$ cat src/rtl/seg7_scan_display.sv
// Four-digit multiplexed hex display for the CPU debug fields.
// The selected field is snapshotted once per frame, so the digits never tear.
module seg7_scan_display #(
    parameter int SCAN_DIV = 50000,
    parameter bit BLANK_LZ = 1'b0
) (
    input  logic        clock,
    input  logic        reset_n,
    input  logic [7:0]  disp_clock_count,
    input  logic [8:0]  pc,
    input  logic [31:0] reg_value,
    input  logic [1:0]  sel,
    input  logic [3:0]  dp_mask,
    output logic [3:0]  disp_anode,
    output logic [7:0]  disp_seg,
    output logic        frame_tick
);

    localparam int PRE_W = (SCAN_DIV > 2) ? $clog2(SCAN_DIV) : 1;
    localparam logic [PRE_W-1:0] PRE_LAST = PRE_W'(SCAN_DIV - 1);

    logic [PRE_W-1:0] pre_reg, pre_next;
    logic [1:0]       digit_reg, digit_next;
    logic [15:0]      snap_reg, snap_next;
    logic             active_reg, active_next;
    logic             tick_reg, tick_next;
    logic [15:0]      field;
    logic [6:0]       digit_seg [4];

    function automatic logic [6:0] hex7(input logic [3:0] nib);
        case (nib)
            4'h0: hex7 = 7'h40;
            4'h1: hex7 = 7'h79;
            4'h2: hex7 = 7'h24;
            4'h3: hex7 = 7'h30;
            4'h4: hex7 = 7'h19;
            4'h5: hex7 = 7'h12;
            4'h6: hex7 = 7'h02;
            4'h7: hex7 = 7'h78;
            4'h8: hex7 = 7'h00;
            4'h9: hex7 = 7'h10;
            4'hA: hex7 = 7'h08;
            4'hB: hex7 = 7'h03;
            4'hC: hex7 = 7'h46;
            4'hD: hex7 = 7'h21;
            4'hE: hex7 = 7'h06;
            default: hex7 = 7'h0E;
        endcase
    endfunction

    always_comb begin
        case (sel)
            2'd0:    field = reg_value[15:0];
            2'd1:    field = reg_value[31:16];
            2'd2:    field = {7'b0, pc};
            default: field = {8'b0, disp_clock_count};
        endcase
    end

    // The first cycle after reset only primes the snapshot; the scan then starts at digit 0.
    always_comb begin
        pre_next    = pre_reg;
        digit_next  = digit_reg;
        snap_next   = snap_reg;
        active_next = active_reg;
        tick_next   = 1'b0;
        if (!active_reg) begin
            snap_next   = field;
            active_next = 1'b1;
            tick_next   = 1'b1;
        end else if (pre_reg == PRE_LAST) begin
            pre_next   = '0;
            digit_next = digit_reg + 2'd1;
            if (digit_reg == 2'd3) begin
                snap_next = field;
                tick_next = 1'b1;
            end
        end else begin
            pre_next = pre_reg + 1'b1;
        end
    end

    always_ff @(posedge clock) begin
        if (!reset_n) begin
            pre_reg    <= '0;
            digit_reg  <= 2'd0;
            snap_reg   <= 16'h0000;
            active_reg <= 1'b0;
            tick_reg   <= 1'b0;
        end else begin
            pre_reg    <= pre_next;
            digit_reg  <= digit_next;
            snap_reg   <= snap_next;
            active_reg <= active_next;
            tick_reg   <= tick_next;
        end
    end

    // Per-digit glyphs; upper digits may blank when everything above and including them is zero.
    genvar gi;
    generate
        for (gi = 0; gi < 4; gi++) begin : g_digit
            if (gi == 0) begin : g_lsd
                assign digit_seg[gi] = hex7(snap_reg[3:0]);
            end else begin : g_upper
                logic blank;
                assign blank = BLANK_LZ && (snap_reg[15:4*gi] == '0);
                assign digit_seg[gi] = blank ? 7'h7F : hex7(snap_reg[4*gi +: 4]);
            end
        end
    endgenerate

    assign disp_anode = active_reg ? ~(4'b0001 << digit_reg) : 4'hF;
    assign disp_seg   = active_reg ? {~dp_mask[digit_reg], digit_seg[digit_reg]} : 8'hFF;
    assign frame_tick = tick_reg;

endmodule

$ cat config.mk
export PLATFORM = sky130hd
export DESIGN_NAME = seg7_scan_display
export DESIGN_NICKNAME = d
export VERILOG_FILES = /design/src/rtl/seg7_scan_display.sv
export SDC_FILE = /design/constraint.sdc
export NUM_CORES = 1
export LEC_CHECK = 0
export CELL_PAD_IN_SITES_DETAIL_PLACEMENT = 1
export CELL_PAD_IN_SITES_GLOBAL_PLACEMENT = 1
export CORE_MARGIN = 2
export CORE_UTILIZATION = 40
export CTS_CLUSTER_SIZE = 8
export DETAILED_ROUTE_END_ITERATION = 16
export GPL_TIMING_DRIVEN = 0
export PLACE_DENSITY_LB_ADDON = 0.1
export SLEW_MARGIN = 20
export SYNTH_ARGS = -nofsm -noshare
export SYNTH_HDL_FRONTEND = slang
export SYNTH_SLANG_ARGS = --single-unit
$ cat constraint.sdc
create_clock -name clock -period 5 [get_ports clock]
set_input_delay 1 -clock clock [delete_from_list [all_inputs] [get_ports clock]]
set_output_delay 1 -clock clock [all_outputs]
set_load 0.01 [all_outputs]
==> results.txt, run 1 <==
Area of the die -> 11000 um^2
Largest net degree at the start of global routing -> 11
Clock Path Buffers -> 2
Hold depth -> 2
DR pass1 iterations -> 4
Final WL -> 12.5 mm
TritonCTS Sinks -> 64
Initial Utilization -> 0.413
Gate Count Post-Synth -> 435
Ys async rst share -> 0
WHS -> 0.473 ns
Pwr/cell area -> 261 nW/um^2
Post-route DRC violation count -> 0
Period minus WS final -> 3.84 ns
Hold crit path type -> flop to flop
Slew headroom -> 0.490
Hold path endpoint -> snap_reg[1]
Yosys top cell area share -> 0.316
Initial antenna violation count -> 0
Sequential share of the synthesized area -> 0.316
Reg2Reg Depth -> 12
Post-synth EDFFs -> 0
Critical path's largest stage delay -> 0.55 ns
Ant. Diodes -> 0
M1 wire length -> 5.23 mm
I/O pin cnt -> 70
Layout cells sized above 1 -> 0.122
Height of the die -> 105 um
Post_cts resized -> 0
Period utilization -> 0.767
Clock slew at reported path FFs -> 0.07 ns
Fin cells -> 650
HPWL after DPL -> 9.60 mm
1st-iter DRT viols -> 155
R2r setup slk -> 1.76 ns
Layout Area Growth over Synthesis -> 26.0%
Synth Cell Area -> 4060 um^2
Layout fillers -> 1171
Post-layout util -> 0.521
Placed cells -> 636
Hold-fix buffers, CTS -> 0
Slowest CP cell -> clkdlybuf4s50_1
Area of the core -> 9820 um^2
Worst R2R End -> digit_seg[25]
Clk_skew -> 0.00949 ns
Leading area contributor after synthesis -> dfxtp_1
Largest register FFs -> 28
Final #Nets -> 600
Vias in the first global route -> 3925
Final Hold Fails -> 0
Top Metal Used -> met4
Slew @ Worst Pin -> 0.765 ns
Final weighted congestion of routability-driven global placement -> 0.868
CP Data Arrival Time -> 4.07 ns
Ranking of synthesized cells by area -> dfxtp_1 32%, ha_1 8.9%, mux4_2 8.9%, mux2i_1 4.9%, nand2_1 4.5%
Setup_tns -> 0 ns
Slew Viols, Final -> 0
Worst IR drop on VDD -> 0.000106 V
Worst Setup SP -> sel[1]
Clock Root Buffer -> clkbuf_8
CTS tree -> yes
CP top delay family -> buffers and inverters
Clock latency on the worst-skew pair -> 0.36 ns
Met3 Wirelength -> 394 um
Avg Inst Size Synth -> 9.33 um^2
Cell variety after synth -> 58
Fmax -> 261 MHz
RSZ-0062 raised after global routing -> no
Drt wl/cell -> 19.3 um
RR Startpoint -> pre_reg[0]
Post-DP Area -> 4910 um^2
Die Wd -> 105 um
Setup CP Type -> input pin to flop
Max-cap violation count -> 0
Finished Cell Area -> 5110 um^2
Setup ws final -> 1.16 ns
Required time of the critical path -> 5.23 ns
Routed wl met2 -> 6.55 mm
CP bufs+invs -> 4
Ys Warns -> 0
Vias -> 3663
Rows -> 36
PnR Total Power -> 1.34 mW
Status -> finished, final reports clean
Detail Route Antenna Nets -> 0
Final setup fails -> 0
Commonest non-fill, non-tap cells in the layout -> 68 x clkdlybuf4s50_1, 64 x dfxtp_1, 49 x nand2_1
CP Max Fanout -> 10
Post-CTS Setup Bufs -> 0
Commonest register cell after synthesis -> dfxtp_1
Buffers on Ports -> 68
CP Launch Type -> input pin
Total track usage -> 0.236
H-tree depth reported by CTS -> 3
First-pass GRT wire length -> 20.2 mm
Post-synthesis net count -> 521
Min-delay src -> snap_reg[1]
DR vias/cell -> 5.64
Cell Chain, Critical Path -> clkdlybuf4s50_1 -> buf_2 -> clkbuf_1 -> mux4_2 -> nand2_1 -> a21oi_1 -> inv_1 -> ha_1 -> a22oi_1 -> o22ai_1
GRT overflow -> 0
Place WS -> 0.811 ns
CTS Buf Count -> 9
Leakage -> 1.98 nW
Endpoint class of the critical path -> flop
Commonest non-fill, non-tap cell in the layout -> clkdlybuf4s50_1
Synth Register Bits -> 64
## power breakdown
group	switching, mW	internal, mW
clock network	0.208	0.289
registers	0.0190	0.544
logic	0.137	0.138
total	0.364	0.972
## Yosys cell counts, types with 3 or more instances
cell       n
nand4_1    6
a211oi_1   4
buf_2      5
nand3_1    7
and3_1     3
o22ai_1    8
nor2_1    33
mux2i_1   20
buf_4      4
nor2_2     3
o221a_2    3
mux4_2    16
xor2_1    11
dfxtp_1   64
nand4b_1   9
clkbuf_1  12
o31ai_1    5
o32ai_1    3
nand2b_1  13
xnor2_1   10
inv_1     19
mux2_2     4
o21ai_0    8
a22oi_1   10
a21oi_1   22
ha_1      29
nand2_1   49
nor3_1    12
## layer usage
metal | vias up | GRT usage
li1 | 1731 | -
met1 | 1824 | 0.265
met3 | 36 | 0.0381
met2 | 72 | 0.432
met5 | - | 0
met4 | 0 | 0.109
## tightest hold or removal path, stage by stage, from the launching register on
cell and delay [ns]:
dfxtp_1 0.30, nand2_1 0.06, a21oi_1 0.06
## layout make-up
cell class	instances	area (um^2)	share of cell area
Multi-Input combinational cell	325	2570	0.503
Clock inverter	3	67.6	0.0132
Sequential cell	64	1280	0.250
Buffer	24	119	0.0232
Clock buffer	11	141	0.0276
Tap cell	133	166	0.0325
Inverter	22	87.6	0.0171
Timing Repair Buffer	68	681	0.133
## worst max path at each step
| stage | endpoint | cells past startpoint |
|---|---|---|
| after detailed placement | digit_seg[26] | 10 |
| final | digit_seg[25] | 10 |
| after floorplan | digit_seg[14] | 8 |
| after global routing | digit_seg[25] | 10 |
| after global placement | digit_seg[23] | 9 |
| after CTS | digit_seg[25] | 10 |
## cell families (layout without fill, tap and decap cells)
kind of cell	count (synthesis)	in the layout	synth area share
AOI/OAI and AO/OA	87	87	0.160
DFF	64	64	0.316
xor gates and xnor gates	21	21	0.0453
muxes	40	40	0.149
and+or+nand+nor	148	148	0.190
adders and majority gates	29	29	0.0894
buffers and inverters	46	128	0.0509
Note: power is estimated with default switching activity, not from simulation.
==> inputs of run 2 (changes only) <==
--- a/config.mk
+++ b/config.mk
@@ -8,7 +8,7 @@
 export CELL_PAD_IN_SITES_DETAIL_PLACEMENT = 1
 export CELL_PAD_IN_SITES_GLOBAL_PLACEMENT = 1
 export CORE_MARGIN = 2
-export CORE_UTILIZATION = 40
+export CORE_UTILIZATION = 37
 export CTS_CLUSTER_SIZE = 8
 export DETAILED_ROUTE_END_ITERATION = 16
 export GPL_TIMING_DRIVEN = 0
==> constraint.sdc (replaced) <==
create_clock -name clock -period 3.2 [get_ports clock]
set_input_delay 0.64 -clock clock [delete_from_list [all_inputs] [get_ports clock]]
set_output_delay 0.64 -clock clock [all_outputs]
set_load 0.01 [all_outputs]
==> run 2 against run 1 <==
Largest cell class unchanged. Non-clock buffer count is 1 lower. Setup slack got worse by 0.97 ns. First-iteration DRC count down 24%. Design area is 1.3% higher. Highest routed layer unchanged. Total power increased by 57%. Largest power group unchanged. Global-route usage shrank 0.77 points. Die area rose by 7.8%. Core utilization fell by 4.1 points.
==> results.txt, run 2 (synthesis results as in run 1) <==
Status -> finished, final reports clean
CP Max Fanout -> 10
Worst Setup SP -> active_reg
Die Wd -> 109 um
Initial antenna violation count -> 0
Final weighted congestion of routability-driven global placement -> 0.886
RR Startpoint -> pre_reg[0]
Area of the die -> 11800 um^2
Max-cap violation count -> 0
Drt wl/cell -> 19.2 um
WHS -> 0.491 ns
HPWL after DPL -> 9.75 mm
Final WL -> 12.6 mm
CTS tree -> yes
Period minus WS final -> 3.01 ns
Final setup fails -> 0
Largest net degree at the start of global routing -> 20
Clock Root Buffer -> clkbuf_8
Worst IR drop on VDD -> 0.000230 V
Period utilization -> 0.940
Height of the die -> 109 um
Setup CP Type -> flop to output port
Endpoint class of the critical path -> output port
Post-layout util -> 0.480
CP Data Arrival Time -> 2.37 ns
Clock slew at reported path FFs -> 0.07 ns
Post-route DRC violation count -> 0
Hold crit path type -> flop to flop
Final #Nets -> 599
Reg2Reg Depth -> 12
Clock latency on the worst-skew pair -> 0.35 ns
Largest register FFs -> 28
Final Hold Fails -> 0
Commonest non-fill, non-tap cells in the layout -> 68 x clkdlybuf4s50_1, 64 x dfxtp_1, 49 x nand2_1
Commonest non-fill, non-tap cell in the layout -> clkdlybuf4s50_1
Vias -> 3637
First-pass GRT wire length -> 20.3 mm
CP Launch Type -> flop
RSZ-0062 raised after global routing -> no
DR vias/cell -> 5.53
Worst R2R End -> digit_seg[26]
Area of the core -> 10800 um^2
Required time of the critical path -> 2.56 ns
1st-iter DRT viols -> 118
Layout Area Growth over Synthesis -> 27.6%
Layout cells sized above 1 -> 0.143
Clk_skew -> 0.00724 ns
DR pass1 iterations -> 4
Hold depth -> 2
Leakage -> 2.00 nW
R2r setup slk -> 0.20 ns
Slew @ Worst Pin -> 0.814 ns
Initial Utilization -> 0.376
H-tree depth reported by CTS -> 3
GRT overflow -> 0
Total track usage -> 0.228
Pwr/cell area -> 406 nW/um^2
CTS Buf Count -> 9
Rows -> 38
Hold path endpoint -> snap_reg[1]
Detail Route Antenna Nets -> 0
Fmax -> 332 MHz
Clock Path Buffers -> 2
Vias in the first global route -> 3849
Min-delay src -> snap_reg[1]
I/O pin cnt -> 70
Slew headroom -> 0.457
Buffers on Ports -> 68
Slew Viols, Final -> 0
TritonCTS Sinks -> 64
Ant. Diodes -> 0
[run 2: worst max-delay path by stage]
stage and end:
5_1_grt digit_seg[25], 3_3_place_gp digit_seg[26], 6_report disp_seg[4], 4_1_cts digit_seg[19], 2_1_floorplan digit_seg[14], 3_5_place_dp digit_seg[26]
[run 2: stage by stage]
step,setup WS [ns],std cells,cell area (um^2),total power [mW],setup TNS [ns]
final,0.191,658,5180,2.10,0
after global routing,0.0108,658,5180,2.20,0
after CTS,0.0206,658,5140,2.12,0
after floorplan,0.629,435,4060,1.14,0
after detailed placement,-0.635,643,4910,1.33,-6.30
after global placement,-0.628,643,4910,1.32,-5.33
[run 2: cell type report]
class	instances	area [um^2]
fillers	1232	5610
repair buffers	68	681
inverters	22	87.6
multi-input cells	325	2620
clock inverters	3	65.1
well taps	140	175
clock buffers	13	149
plain buffers	23	126
flip-flops and latches	64	1280
[run 2: worst max-delay path, cell delays in order, from the launching register on]
cell and delay [ns]:
dfxtp_1 0.34, buf_2 0.28, clkbuf_2 0.33, buf_1 0.44, nand2b_1 0.13, clkdlybuf4s50_1 0.50
[run 2: power breakdown]
group / switching (mW) / internal, mW / leakage (nW)
registers: 0.0274 / 0.850 / 0.525
clock network: 0.323 / 0.460 / 0.108
logic: 0.221 / 0.220 / 1.37
total: 0.572 / 1.53 / 2.00
[run 2: timing repair]
| action | 4_1_cts | 5_1_grt |
|---|---|---|
| setup endpoints to repair | 22 | 15 |
| setup buffers | 0 | 0 |
| resized for setup | 6 | 9 |
| gates cloned | 0 | 0 |
| hold buffers | 0 | 0 |
| pin swaps | 0 | 1 |
[run 2: metal layers]
layer | GRT usage | part of all wire
met1 | 0.275 | 0.41
met2 | 0.415 | 0.52
met3 | 0.0377 | 0.049
met4 | 0.0659 | 0.018
met5 | 0 | 0
==> inputs of run 3 (changes only) <==
--- a/config.mk
+++ b/config.mk
@@ -17,3 +17,4 @@
 export SYNTH_ARGS = -nofsm -noshare
 export SYNTH_HDL_FRONTEND = slang
 export SYNTH_SLANG_ARGS = --single-unit
+export TNS_END_PERCENT = 1
==> run 3 against run 2 <==
Die area is the same. Via count grew 0.19%. Hold slack lost 0.0064 ns. Global-route usage grew 0.15 points. Design area is essentially flat. Critical path type unchanged. Critical endpoint unchanged. Largest cell class unchanged.
==> results.txt, run 3 (synthesis results as in run 1) <==
Buffers on Ports -> 68
Commonest non-fill, non-tap cell in the layout -> clkdlybuf4s50_1
Placed cells -> 643
Reg2Reg Depth -> 12
Area of the die -> 11800 um^2
HPWL after DPL -> 9.75 mm
GRT overflow -> 0
Setup_tns -> 0 ns
CTS tree -> yes
Place WS -> -0.635 ns
Die Wd -> 109 um
Setup CP Type -> flop to output port
Endpoint class of the critical path -> output port
RR Startpoint -> pre_reg[0]
First-pass GRT wire length -> 20.4 mm
Final weighted congestion of routability-driven global placement -> 0.886
Max-cap violation count -> 0
Slew Viols, Final -> 0
Final WL -> 12.8 mm
Layout Area Growth over Synthesis -> 27.7%
Pwr/cell area -> 406 nW/um^2
Seq. cell area -> 1280 um^2
Vias in the first global route -> 3865
Layout cells sized above 1 -> 0.145
Commonest non-fill, non-tap cells in the layout -> 68 x clkdlybuf4s50_1, 64 x dfxtp_1, 49 x nand2_1
Drt wl/cell -> 19.3 um
Critical path endpoint -> disp_seg[4]
Final Hold Fails -> 0
Initial antenna violation count -> 0
Worst IR drop on VDD -> 0.000228 V
Status -> finished, final reports clean
Ant. Diodes -> 0
Post-layout util -> 0.480
Hold crit path type -> flop to flop
Slew headroom -> 0.438
H-tree depth reported by CTS -> 3
Area of the core -> 10800 um^2
Clock Root Buffer -> clkbuf_8
Period minus WS final -> 3.02 ns
Height of the die -> 109 um
Required time of the critical path -> 2.56 ns
Clock latency on the worst-skew pair -> 0.35 ns
Initial Utilization -> 0.376
1st-iter DRT viols -> 112
Largest register FFs -> 28
Clock Path Buffers -> 2
Slew @ Worst Pin -> 0.843 ns
Clock slew at reported path FFs -> 0.07 ns
Largest net degree at the start of global routing -> 11
CP Max Fanout -> 10
DR vias/cell -> 5.53
Final setup fails -> 0
Layout fillers -> 1231
Fin cells -> 659
Fmax -> 331 MHz
Final #Nets -> 600
Rows -> 38
I/O pin cnt -> 70
Worst R2R End -> digit_seg[19]
Multi-input gate area -> 2620 um^2
Leakage -> 2.01 nW
Period utilization -> 0.944
Worst Setup SP -> active_reg
TritonCTS Sinks -> 64
CTS Buf Count -> 9
RSZ-0062 raised after global routing -> yes
Vias -> 3644
Post-route DRC violation count -> 0
CP Data Arrival Time -> 2.38 ns
Detail Route Antenna Nets -> 0
Setup ws final -> 0.179 ns
Clk_skew -> 0.00716 ns
DR pass1 iterations -> 4
Total track usage -> 0.229
CP Launch Type -> flop
R2r setup slk -> 0.24 ns
run 3: changes by cell type in the layout (fill, tap and decap cells not counted), sizes merged:
cell  before  now
buf       11   12
run 3: worst min path at each step:
stage,start,endpoint,depth (start not counted)
floorplan,snap_reg[1],snap_reg[1],2
global placement,snap_reg[5],snap_reg[5],2
detailed placement,snap_reg[5],snap_reg[5],2
CTS,snap_reg[5],snap_reg[5],2
global route,snap_reg[5],snap_reg[5],2
finish,snap_reg[5],snap_reg[5],2
run 3: stage by stage:
stage | hold WS, ns | area [um^2] | power [mW]
finish | 0.485 | 5180 | 2.10
global route | 0.521 | 5180 | 2.20
CTS | 0.468 | 5140 | 2.12
detailed placement | 0.458 | 4910 | 1.33
global placement | 0.448 | 4910 | 1.32
floorplan | 0.440 | 4060 | 1.14
run 3: timing repair:
item | 4_1_cts | 5_1_grt
resized for setup | 7 | 8
pin swaps | 0 | 1
setup endpoints to repair | 22 | 16
hold buffers | 0 | 0
buffers inserted | 0 | 0
run 3: power breakdown:
part / total (mW) / leakage, nW / internal, mW / switching (mW)
Sequential: 0.879 / 0.525 / 0.850 / 0.0283
Combinational: 0.442 / 1.37 / 0.220 / 0.222
Clock: 0.781 / 0.108 / 0.460 / 0.321
run 3: cell type report:
class,instances,share of cell area
clock inverter,3,0.0126
inverter,22,0.0169
buffer,24,0.0249
multi-input combinational,325,0.505
timing repair buffer,68,0.131
sequential,64,0.247
tap,140,0.0338
clock buffer,13,0.0287
run 3: worst max-delay path: stages, from the launching register on:
cell,delay (ns)
dfxtp_1,0.34
buf_2,0.28
clkbuf_2,0.34
buf_1,0.44
nand2b_1,0.13
clkdlybuf4s50_1,0.50
run 3: metal layers:
layer	GRT usage	up-vias	share of wire
li1	-	1739	-
met1	0.275	1813	0.43
met2	0.420	78	0.51
met3	0.0377	14	0.038
met4	0.0659	0	0.017
met5	0	-	0
==> patch: new RTL, flow settings as in run 3 <==
Set the parameter `SCAN_DIV` to 12500 (it was 50000).
--- a/src/rtl/seg7_scan_display.sv
+++ b/src/rtl/seg7_scan_display.sv
@@ -1,7 +1,7 @@
 // Four-digit multiplexed hex display for the CPU debug fields.
 // The selected field is snapshotted once per frame, so the digits never tear.
 module seg7_scan_display #(
-    parameter int SCAN_DIV = 50000,
+    parameter int SCAN_DIV = 12500,
     parameter bit BLANK_LZ = 1'b0
 ) (
     input  logic        clock,
Check against the original RTL: same outputs for any inputs over 10 cycles, from zero or initial values and one cycle with reset_n low; that may be too few to reach the edited logic, so the function may still have changed.
==> patch against run 3 <==
  * Area after synthesis is 0.40% higher
  * Final area is 0.19% higher
  * Sequential cell count is 2 lower
  * Total power is 2.3% higher
  * Clock skew is 0.0025 ns higher
  * Count of clock-buffer cells in the layout stayed put
  * Routed wire length is 1.3% higher
  * Non-clock buffer count is 2 higher
  * Synthesized cell count is 3.0% higher
  * Setup slack worse by 0.10 ns
  * First-iteration DRC count is 98% higher
  * Sequential power is 3.1% lower
  * Critical path type is now flip-flop to flip-flop
  * Largest cell class unchanged
  * Largest power group unchanged
  * Highest routed layer unchanged
==> patch: results <==
place:
  place.detailed.instances: 655
  hpwl_mm: 9.82
  preCtsSetupSlack_ns: -0.683
  port_buffers: 67
grt:
  grt_pass1_vias: 3868
  grtUsageTotal: 0.236
  grt_pass1_wl_mm: 21.0
finish:
  n_sequential_cell: 62
  clk_share: 0.0451
  drive_above_1_share: 0.124
  layout.nets: 612
  sh_seq_area: 0.239
  area_delta_synth_final_pct: 27.4
  fillers: 1244
yosys:
  syn_inst: 448
  synth_nets: 534
  synth_cell_types: 60
setup_path:
  cp_slowest_stage_delay_ns: 0.38
  critPathTopFamily: "simple AND/OR/NAND/NOR gates"
  rr_worst_depth: 13
  cp-endpoint: "digit_seg[10]"
sta:
  hold_slack_ns: 0.502
pwr:
  cellLeakagePower_nw: 2.17
  swShare: 0.274
  ir_drop_mv: 0.266
drt:
  first_pass_iters: 5
  drt_iter0_drc: 222
  num_vias: 3678
  wire_per_inst_um: 19.2
run_status:
  status: "complete, no violations"
clock_network:
  cts_resized: 9
==> patch: layer usage <==
layer | global-route usage | routed length, um | part of all wire | vias to the layer above
li1 | - | - | - | 1759
met1 | 0.304 | 5770 | 0.45 | 1811
met2 | 0.398 | 6450 | 0.50 | 85
met3 | 0.0400 | 463 | 0.036 | 23
met4 | 0.0833 | 236 | 0.018 | 0
met5 | 0 | 0 | 0 | -
==> patch: kinds of logic (layout without fill, tap and decap cells) <==
group	after synthesis	after routing	share of synthesized area
and+or+nand+nor	152	152	0.192
muxes	53	53	0.182
AOI/OAI and AO/OA	75	75	0.131
DFF	62	62	0.305
buffers and inverters	59	142	0.0626
adders and majority gates	29	29	0.0890
xor gates and xnor gates	18	18	0.0387
==> patch: worst min-delay path, delay by kind of cell (launching register included) <==
family / cells / cell delay [ns]
AOI/OAI and AO/OA: 2 / 0.13
DFF: 1 / 0.33
